<file path="src/rtl/wq_rptr_sync_level_if.sv">
// Read-pointer receiver bundle for the async FIFO write domain.
// The master drives pointers and write-side strobes; the slave returns synchronised status.
interface wq_rptr_sync_level_if #(
    parameter int ADD_SIZE = 4
);
    logic [ADD_SIZE:0] rptr;
    logic [ADD_SIZE:0] wptr;
    logic              winc;
    logic              wfull;
    logic              wclr_stats;
    logic [ADD_SIZE:0] wq2_rptr;
    logic [ADD_SIZE:0] wlevel;
    logic              walmost_full;
    logic [ADD_SIZE:0] whighwater;
    logic              woverflow;
    logic              wptr_err;

    modport master (
        output rptr, wptr, winc, wfull, wclr_stats,
        input  wq2_rptr, wlevel, walmost_full, whighwater, woverflow, wptr_err
    );

    modport slave (
        input  rptr, wptr, winc, wfull, wclr_stats,
        output wq2_rptr, wlevel, walmost_full, whighwater, woverflow, wptr_err
    );
endinterface

</file>
<file path="src/rtl/wq_rptr_sync_level.sv">
// Write-domain receiver for the async FIFO read pointer: Gray synchroniser,
// fill-level decode, hysteretic almost-full, high-water mark and sticky error flags.
module wq_rptr_sync_level #(
    parameter int ADD_SIZE    = 4,
    parameter int SYNC_STAGES = 2,
    parameter int AF_SET      = 12,
    parameter int AF_CLR      = 10
) (
    input  logic                 wclk,
    input  logic                 wrst_n,
    wq_rptr_sync_level_if.slave  bus
);
    localparam int PW = ADD_SIZE + 1;

    typedef logic [ADD_SIZE:0] ptr_t;

    localparam ptr_t DEPTH    = ptr_t'(1 << ADD_SIZE);
    localparam ptr_t AF_SET_L = ptr_t'(AF_SET);
    localparam ptr_t AF_CLR_L = ptr_t'(AF_CLR);

    function automatic ptr_t gray2bin(input ptr_t g);
        ptr_t b;
        for (int i = 0; i < PW; i++) b[i] = ^(g >> i);
        return b;
    endfunction

    // Plain flop chain: only Gray-coded bits cross, no logic between stages.
    ptr_t sync_q [SYNC_STAGES];

    // NOTE: the synchroniser array is reset like any other state because it is
    // built from flops, not a RAM; a stale pointer must not survive reset.
    always_ff @(posedge wclk or negedge wrst_n) begin
        if (!wrst_n) begin
            for (int i = 0; i < SYNC_STAGES; i++) sync_q[i] <= '0;
        end else begin
            sync_q[0] <= bus.rptr;
            for (int i = 1; i < SYNC_STAGES; i++) sync_q[i] <= sync_q[i-1];
        end
    end

    assign bus.wq2_rptr = sync_q[SYNC_STAGES-1];

    ptr_t rbin;
    ptr_t wbin;
    ptr_t lvl_nxt;
    ptr_t lvl_sat;
    logic lvl_over;

    // Modulo subtract handles wrap of either pointer.
    assign rbin     = gray2bin(bus.wq2_rptr);
    assign wbin     = gray2bin(bus.wptr);
    assign lvl_nxt  = wbin - rbin;
    assign lvl_over = (lvl_nxt > DEPTH);

    // NOTE: default assignment first so every path writes lvl_sat and no latch is inferred.
    always_comb begin
        lvl_sat = lvl_nxt;
        if (lvl_over) lvl_sat = DEPTH;
    end

    // NOTE: non-blocking assignments keep every register sampling pre-edge values.
    always_ff @(posedge wclk or negedge wrst_n) begin
        if (!wrst_n) begin
            bus.wlevel       <= '0;
            bus.walmost_full <= 1'b0;
            bus.whighwater   <= '0;
            bus.woverflow    <= 1'b0;
            bus.wptr_err     <= 1'b0;
        end else begin
            bus.wlevel <= lvl_sat;

            // Between the two thresholds the flag holds its previous value.
            if (lvl_nxt >= AF_SET_L)      bus.walmost_full <= 1'b1;
            else if (lvl_nxt <= AF_CLR_L) bus.walmost_full <= 1'b0;

            if (bus.wclr_stats)                bus.whighwater <= lvl_sat;
            else if (lvl_sat > bus.whighwater) bus.whighwater <= lvl_sat;

            // A set event in the clearing cycle wins over the clear.
            if (bus.winc && bus.wfull) bus.woverflow <= 1'b1;
            else if (bus.wclr_stats)   bus.woverflow <= 1'b0;

            if (lvl_over)            bus.wptr_err <= 1'b1;
            else if (bus.wclr_stats) bus.wptr_err <= 1'b0;
        end
    end
endmodule

</file>
<file path="src/flat_wrapper.sv">
// flat-port wrapper written by rule: the top's interface ports become plain ports
module wq_rptr_sync_level_flat 
#(
    parameter int ADD_SIZE    = 4,
    parameter int SYNC_STAGES = 2,
    parameter int AF_SET      = 12,
    parameter int AF_CLR      = 10
)
  (wclk, wrst_n, bus_rptr, bus_wptr, bus_winc, bus_wfull, bus_wclr_stats, bus_wq2_rptr, bus_wlevel, bus_walmost_full, bus_whighwater, bus_woverflow, bus_wptr_err);
  wq_rptr_sync_level_if #(.ADD_SIZE(ADD_SIZE)) bus_i ();
  input  logic wclk;
  input  logic wrst_n;
  input wire logic [$bits(bus_i.rptr)-1:0] bus_rptr;
  input wire logic [$bits(bus_i.wptr)-1:0] bus_wptr;
  input wire logic [$bits(bus_i.winc)-1:0] bus_winc;
  input wire logic [$bits(bus_i.wfull)-1:0] bus_wfull;
  input wire logic [$bits(bus_i.wclr_stats)-1:0] bus_wclr_stats;
  output wire logic [$bits(bus_i.wq2_rptr)-1:0] bus_wq2_rptr;
  output wire logic [$bits(bus_i.wlevel)-1:0] bus_wlevel;
  output wire logic [$bits(bus_i.walmost_full)-1:0] bus_walmost_full;
  output wire logic [$bits(bus_i.whighwater)-1:0] bus_whighwater;
  output wire logic [$bits(bus_i.woverflow)-1:0] bus_woverflow;
  output wire logic [$bits(bus_i.wptr_err)-1:0] bus_wptr_err;
  assign bus_i.rptr = bus_rptr;
  assign bus_i.wptr = bus_wptr;
  assign bus_i.winc = bus_winc;
  assign bus_i.wfull = bus_wfull;
  assign bus_i.wclr_stats = bus_wclr_stats;
  assign bus_wq2_rptr = bus_i.wq2_rptr;
  assign bus_wlevel = bus_i.wlevel;
  assign bus_walmost_full = bus_i.walmost_full;
  assign bus_whighwater = bus_i.whighwater;
  assign bus_woverflow = bus_i.woverflow;
  assign bus_wptr_err = bus_i.wptr_err;
  wq_rptr_sync_level #(.ADD_SIZE(ADD_SIZE), .SYNC_STAGES(SYNC_STAGES), .AF_SET(AF_SET), .AF_CLR(AF_CLR)) u_core (.wclk(wclk), .wrst_n(wrst_n), .bus(bus_i));
endmodule
</file>
<file path="config.mk">
export PLATFORM = sky130hd
export DESIGN_NAME = wq_rptr_sync_level_flat
export DESIGN_NICKNAME = d
export VERILOG_FILES = /design/src/rtl/wq_rptr_sync_level_if.sv /design/src/rtl/wq_rptr_sync_level.sv /design/src/flat_wrapper.sv
export SDC_FILE = /design/constraint.sdc
export NUM_CORES = 1
export LEC_CHECK = 0
export BUFFER_PORTS_ARGS = -buffer_cell sky130_fd_sc_hd__buf_2
export CAP_MARGIN = 20
export CORE_UTILIZATION = 54
export CTS_BUF_LIST = sky130_fd_sc_hd__clkbuf_16
export CTS_CLUSTER_DIAMETER = 60
export DETAILED_ROUTE_END_ITERATION = 6
export GPL_TIMING_DRIVEN = 0
export PLACE_DENSITY = 0.93
export SYNTH_ARGS = -nofsm -noshare
export SYNTH_HDL_FRONTEND = slang
export SYNTH_SLANG_ARGS = --single-unit
export TNS_END_PERCENT = 50
</file>
<file path="constraint.sdc">
create_clock -name wclk -period 10.7 [get_ports wclk]
set_input_delay 2.14 -clock wclk [delete_from_list [all_inputs] [get_ports wclk]]
set_output_delay 2.14 -clock wclk [all_outputs]
set_load 0.03 [all_outputs]
</file>
Yosys cells after proc, flatten, opt, wreduce, memory -nomap -nowiden
Cells that the tools add are included.
W data, S select, Z words.
{"block": "op_classes", "mul": 0, "magnitude_cmp": 4, "mux": 8, "add_sub_neg": 1, "div_mod_pow": 0, "eq_ne": 0, "bitwise": 0, "n_reduce_logical": 15, "shift": 0}
{"cell": "$reduce_xor A5 Y1", "n": 10}
{"cell": "$mux W5", "n": 3}
{"cell": "$reduce_bool A2 Y1", "n": 4}
{"cell": "$ge A5 B4 Y1 const B", "n": 1}
{"cell": "$gt A5 B5 Y1", "n": 1}
{"cell": "$gt A5 B5 Y1 const B", "n": 1}
{"cell": "$le A5 B4 Y1 const B", "n": 1}
{"cell": "$mux W1", "n": 5}
{"cell": "$sub A5 B5 Y5", "n": 1}
{"cell": "$logic_and A1 B1 Y1", "n": 1}
{"block": "word_totals", "word_cells": 35, "out_inout_bits": 18, "mem_bits_rw": 0, "regBits": 23, "latchBits": 0, "in_bits": 15, "n_memories": 0, "mem_bits_ro": 0}

Depth between registers and ports, before layout
{"block": "logic_depth", "word_depth": 7, "mapped_depth": 17}

Worst setup path after synthesis
No wires, ideal clock.
{"block": "synth_timing", "kind": "input port to flip-flop", "from": "input bus_wptr[3]", "to": "register u_core.bus.whighwater[0]", "setup_ns": 0.125, "path_slack_ns": 5.347, "path_stages": 16, "t_arrival_ns": 5.228, "path_cell_list": "xor2_2 -> xor2_2 -> xor2_1 -> xnor2_1 -> ha_1 -> inv_1 -> fa_1 -> nand3_1 -> and3_1 -> buf_2 -> nor2_1 -> ha_1 -> a211oi_1 -> o221ai_1 -> o21ai_2 -> mux2_2"}
{"block": "synth_via", "elab_chain_len": 6}
{"element": "start: declaration", "line_no": "flat_wrapper.sv:14", "rtl": "input wire logic [$bits(bus_i.wptr)-1:0] bus_wptr;"}
{"element": "$reduce_xor A5 Y1", "line_no": "wq_rptr_sync_level.sv:23", "rtl": "for (int i = 0; i < PW; i++) b[i] = ^(g >> i);"}
{"element": "$sub A5 B5 Y5 (*)", "line_no": "wq_rptr_sync_level.sv:52", "rtl": "assign lvl_nxt = wbin - rbin;"}
{"element": "$gt A5 B5 Y1", "line_no": "wq_rptr_sync_level.sv:53", "rtl": "assign lvl_over = (lvl_nxt > DEPTH);"}
{"element": "$mux W5 (*)", "line_no": "wq_rptr_sync_level.sv:58", "rtl": "if (lvl_over) lvl_sat = DEPTH;"}
{"element": "$gt A5 B5 Y1 / $mux W5 (equally long branches)", "line_no": "wq_rptr_sync_level.sv:77", "rtl": "else if (lvl_sat > bus.whighwater) bus.whighwater <= lvl_sat;"}
{"element": "$reduce_bool A2 Y1 (no source line) / $mux W5 (equally long branches)"}
{"element": "end signal: assignment", "line_no": "wq_rptr_sync_level.sv:76", "rtl": "if (bus.wclr_stats) bus.whighwater <= lvl_sat;"}
{"element": "end signal: assignment", "line_no": "wq_rptr_sync_level.sv:77"}
{"element": "end: declaration", "line_no": "wq_rptr_sync_level_if.sv:25", "rtl": "output wq2_rptr, wlevel, walmost_full, whighwater, woverflow, wptr_err"}
Mark *: on every way between the ends. The rest lies on a longest branch, timed or not. The select of a mux whose other input is x is not followed.
A chain may end at the register's enable or synchronous reset.

Final worst setup path
{"block": "layout_timing", "from": "input bus_wptr[3]", "to": "register u_core.bus.whighwater[4]"}
The elaborated chain is that of the path after synthesis.

==> summary.txt <==
Route
  – Vias/cell: 5.06
  – Vias: 794
  – DRC: 0
  – First drt pass iteration count: 4
  – ANT nets after route: 0
  – Initial detailed-routing violation count: 7
  – Overall routed net length: 1950 µm
  – DR WL/cell: 12.4 µm

Clock tree
  – Clock latency on the worst-skew pair: 0.25 ns
  – Reg clk slew, reported paths: 0.05 ns
  – # hold bufs at CTS: 0
  – Post-CTS sizing: 0
  – CTS tree: built
  – Total CTS buffers: 3
  – H-tree Lvls: 1
  – Max Buffers Root-to-Sink: 2
  – Post-CTS setup buffer count: 0
  – Clk sinks: 23
  – Clock Tree Root: clkbuf_16

Critical path
  – CP Launch Point: bus_wptr[3]
  – Data required time of the worst path: 10.83 ns
  – CP arrival: 5.80 ns
  – CP Launch Type: input port
  – Worst R2R End: u_core.bus.whighwater[4]
  – Worst r2r path cells: 15
  – R2r setup slk: 6.59 ns
  – Worst Setup End Kind: flip-flop
  – Worst-path cell chain: buf_2 -> xor2_2 -> xor2_2 -> xor2_1 -> xnor2_1 -> ha_1 -> inv_1 -> fa_1 -> nand3_1 -> a21oi_1 -> nor2_1 -> ha_1 -> a211oi_1 -> o221ai_1 -> o21ai_2 -> mux2_2
  – Worst path slowest cell: a21oi_1
  – Max stage delay on crit path: 0.58 ns
  – R2R Path Start: u_core.bus.wq2_rptr[4]
  – Worst-path fanout max: 8
  – CP Class: input port to flip-flop

Die
  – Die width: 48.0 µm
  – Chip Height: 48.0 µm
  – Area of the core: 1980 µm²
  – Starting Density: 0.576
  – Std cell rows: 16
  – I/O pins: 33
  – Full die area: 2300 µm²

Global routing
  – Initial antenna violation count: 0
  – Vias in the first global route: 714
  – Tot GR Track Use: 0.188
  – First-pass GRT wire length: 2930 µm
  – Grt total ovfl: 0
  – Largest net degree at the start of global routing: 24

Logic synthesis
  – Syn Std Cell Area: 1140 µm²
  – Synthesized area per cell: 12.1 µm²
  – Sequential element share of the synthesized area: 0.504
  – Ys Warns: 0
  – Library cells used by synthesis: 34
  – Flops & latches, synth: 23
  – Post-synthesis net count: 119
  – Cells after Synth: 94

STA
  – Unrepaired setup endpoints after global routing: no
  – Hold Vio Cnt, Final: 0
  – Final period util: 0.530
  – Rel. slew slack: 0.526
  – Worst-margin pin slew: 0.711 ns
  – Final WS setup: 5.03 ns
  – Final setup violation count: 0
  – Slew Viols, Final: 0
  – Max Clock Skew: 0.00690 ns
  – Final min period: 5.67 ns
  – Fmax: 176 MHz
  – Hold WS: 0.345 ns
  – Post-route setup TNS: 0 ns

Place
  – Hpwl dp: 1500 µm
  – Buffers on Ports: 32
  – DP Area: 1340 µm²
  – GPL Wtd Cong: 0.838
  – Post-place setup slack: 4.79 ns

Finish
  – Multi-input logic area: 478 µm²
  – Finished Cell Area: 1410 µm²
  – Most frequent cells in the layout: 33 x buf_2, 23 x dfrtp_1, 11 x inv_1, 9 x ha_1
  – End-of-flow core utilization: 0.713
  – FILL cells: 122
  – Commonest non-fill, non-tap cell in the layout: buf_2
  – Area Overhead vs Synth: 23.9%
  – # nets final: 156
  – FF/Latch Area: 576 µm²
  – Antenna Cells: 0
  – Share of cells above drive strength 1: 0.392

Power
  – Pleak: 0.000742 µW
  – Worst ir drop on vdd: 0.173 mV
  – Reg power frac: 0.310
  – Sw Share: 0.404
  – NetSw: 152 µW
  – Combinational Power Share: 0.486
  – Pint: 224 µW
  – Clock Power Share: 0.204
  – Pwr dens: 265 nW/µm²

Worst hold path
  – Hold depth: 0
  – Hold WC Path Type: flip-flop to flip-flop
  – Hold Path End: u_core.bus.wq2_rptr[1]
  – Hold path start: u_core.sync_q[6]

Status
  – Status: finished, final reports clean

Flow run
  – Max_cap viols: 0
-- how the worst max path moves through the flow --
stage | end | slack, ns | cells past startpoint
after global placement | u_core.bus.whighwater[4] | 4.98 | 16
final | u_core.bus.whighwater[4] | 5.03 | 16
after floorplan | u_core.bus.whighwater[0] | 5.35 | 16
after CTS | u_core.bus.whighwater[4] | 5.02 | 16
after global routing | u_core.bus.whighwater[4] | 4.71 | 16
after detailed placement | u_core.bus.whighwater[4] | 4.79 | 16
-- metrics by stage --
stage	cells	power (µW)
6_report	157	375
5_1_grt	157	400
4_1_cts	157	378
3_5_place_dp	153	297
3_3_place_gp	153	290
2_1_floorplan	94	253
-- flip-flops by register name, summed over array words and instances (netlist names) --
name                     cells
u_core.bus.wq2_rptr          5
u_core.bus.wlevel            5
u_core.bus.wptr_err          1
u_core.bus.whighwater        5
u_core.bus.walmost_full      1
u_core.bus.woverflow         1
u_core.sync_q                5
-- area by class of cell --
cell class                      count  area share
Buffer                              6      0.0301
Clock buffer                        3      0.0531
Clock inverter                      1     0.00265
Inverter                           12      0.0319
Multi-Input combinational cell     53       0.338
Sequential cell                    23       0.407
Tap cell                           27      0.0239
Timing Repair Buffer               32       0.113
-- cell usage after synthesis, drive strengths merged --
cell,number,share of area
dfrtp,23,0.50
inv,11,0.036
ha,9,0.099
xor2,7,0.067
buf,6,0.037
o21ai,6,0.033
a21oi,3,0.013
mux2i,3,0.026
nand2,3,0.0099
xnor2,3,0.030
mux2,2,0.020
nor2,2,0.0066
a2111oi,1,0.013
a211oi,1,0.0066
a21o,1,0.0066
a31oi,1,0.0055
and3,1,0.0055
and3b,1,0.0077
clkinv,1,0.0033
fa,1,0.018
nand2b,1,0.0055
nand3,1,0.0044
nand4,1,0.0055
o211ai,1,0.0066
o221ai,1,0.0077
o22ai,1,0.0055
o32ai,1,0.0077
or3,1,0.0099
-- per-layer routing --
layer  vias to the layer above  GRT usage  wire length [µm]
met5                         -          0                 0
met4                         0     0.0444                25
met3                         4     0.0566                71
met2                        26      0.330              1040
met1                       376      0.225               809
li1                        388          -                 -
-- worst max-delay path: cells and delay by family --
family,cells,cell delay [ns]
buffers and inverters,2,0.18
AO/OA/AOI/OAI,4,1.16
XOR/XNOR,4,0.90
adder cells (fa/ha/maj),3,0.78
multiplexers,1,0.38
AND/OR/NAND/NOR,2,0.26
-- logic make-up after synthesis --
group | count (synthesis) | share of synthesized area
AO/OA/AOI/OAI | 17 | 0.105
XOR/XNOR | 10 | 0.0965
adder cells (fa/ha/maj) | 10 | 0.116
buffers and inverters | 18 | 0.0768
flip-flops | 23 | 0.504
multiplexers | 5 | 0.0461
AND/OR/NAND/NOR | 11 | 0.0548
-- power groups by stage --
| stage | logic, µW | registers [µW] | clock network (µW) |
|---|---|---|---|
| global route | 199 | 119 | 82.4 |
| floorplan | 98.0 | 155 | 0 |
| detailed placement | 179 | 118 | 0 |
| global placement | 173 | 117 | 0 |
| CTS | 183 | 116 | 78.6 |
| finish | 182 | 116 | 76.6 |
Power figures use the tool's default switching activity.
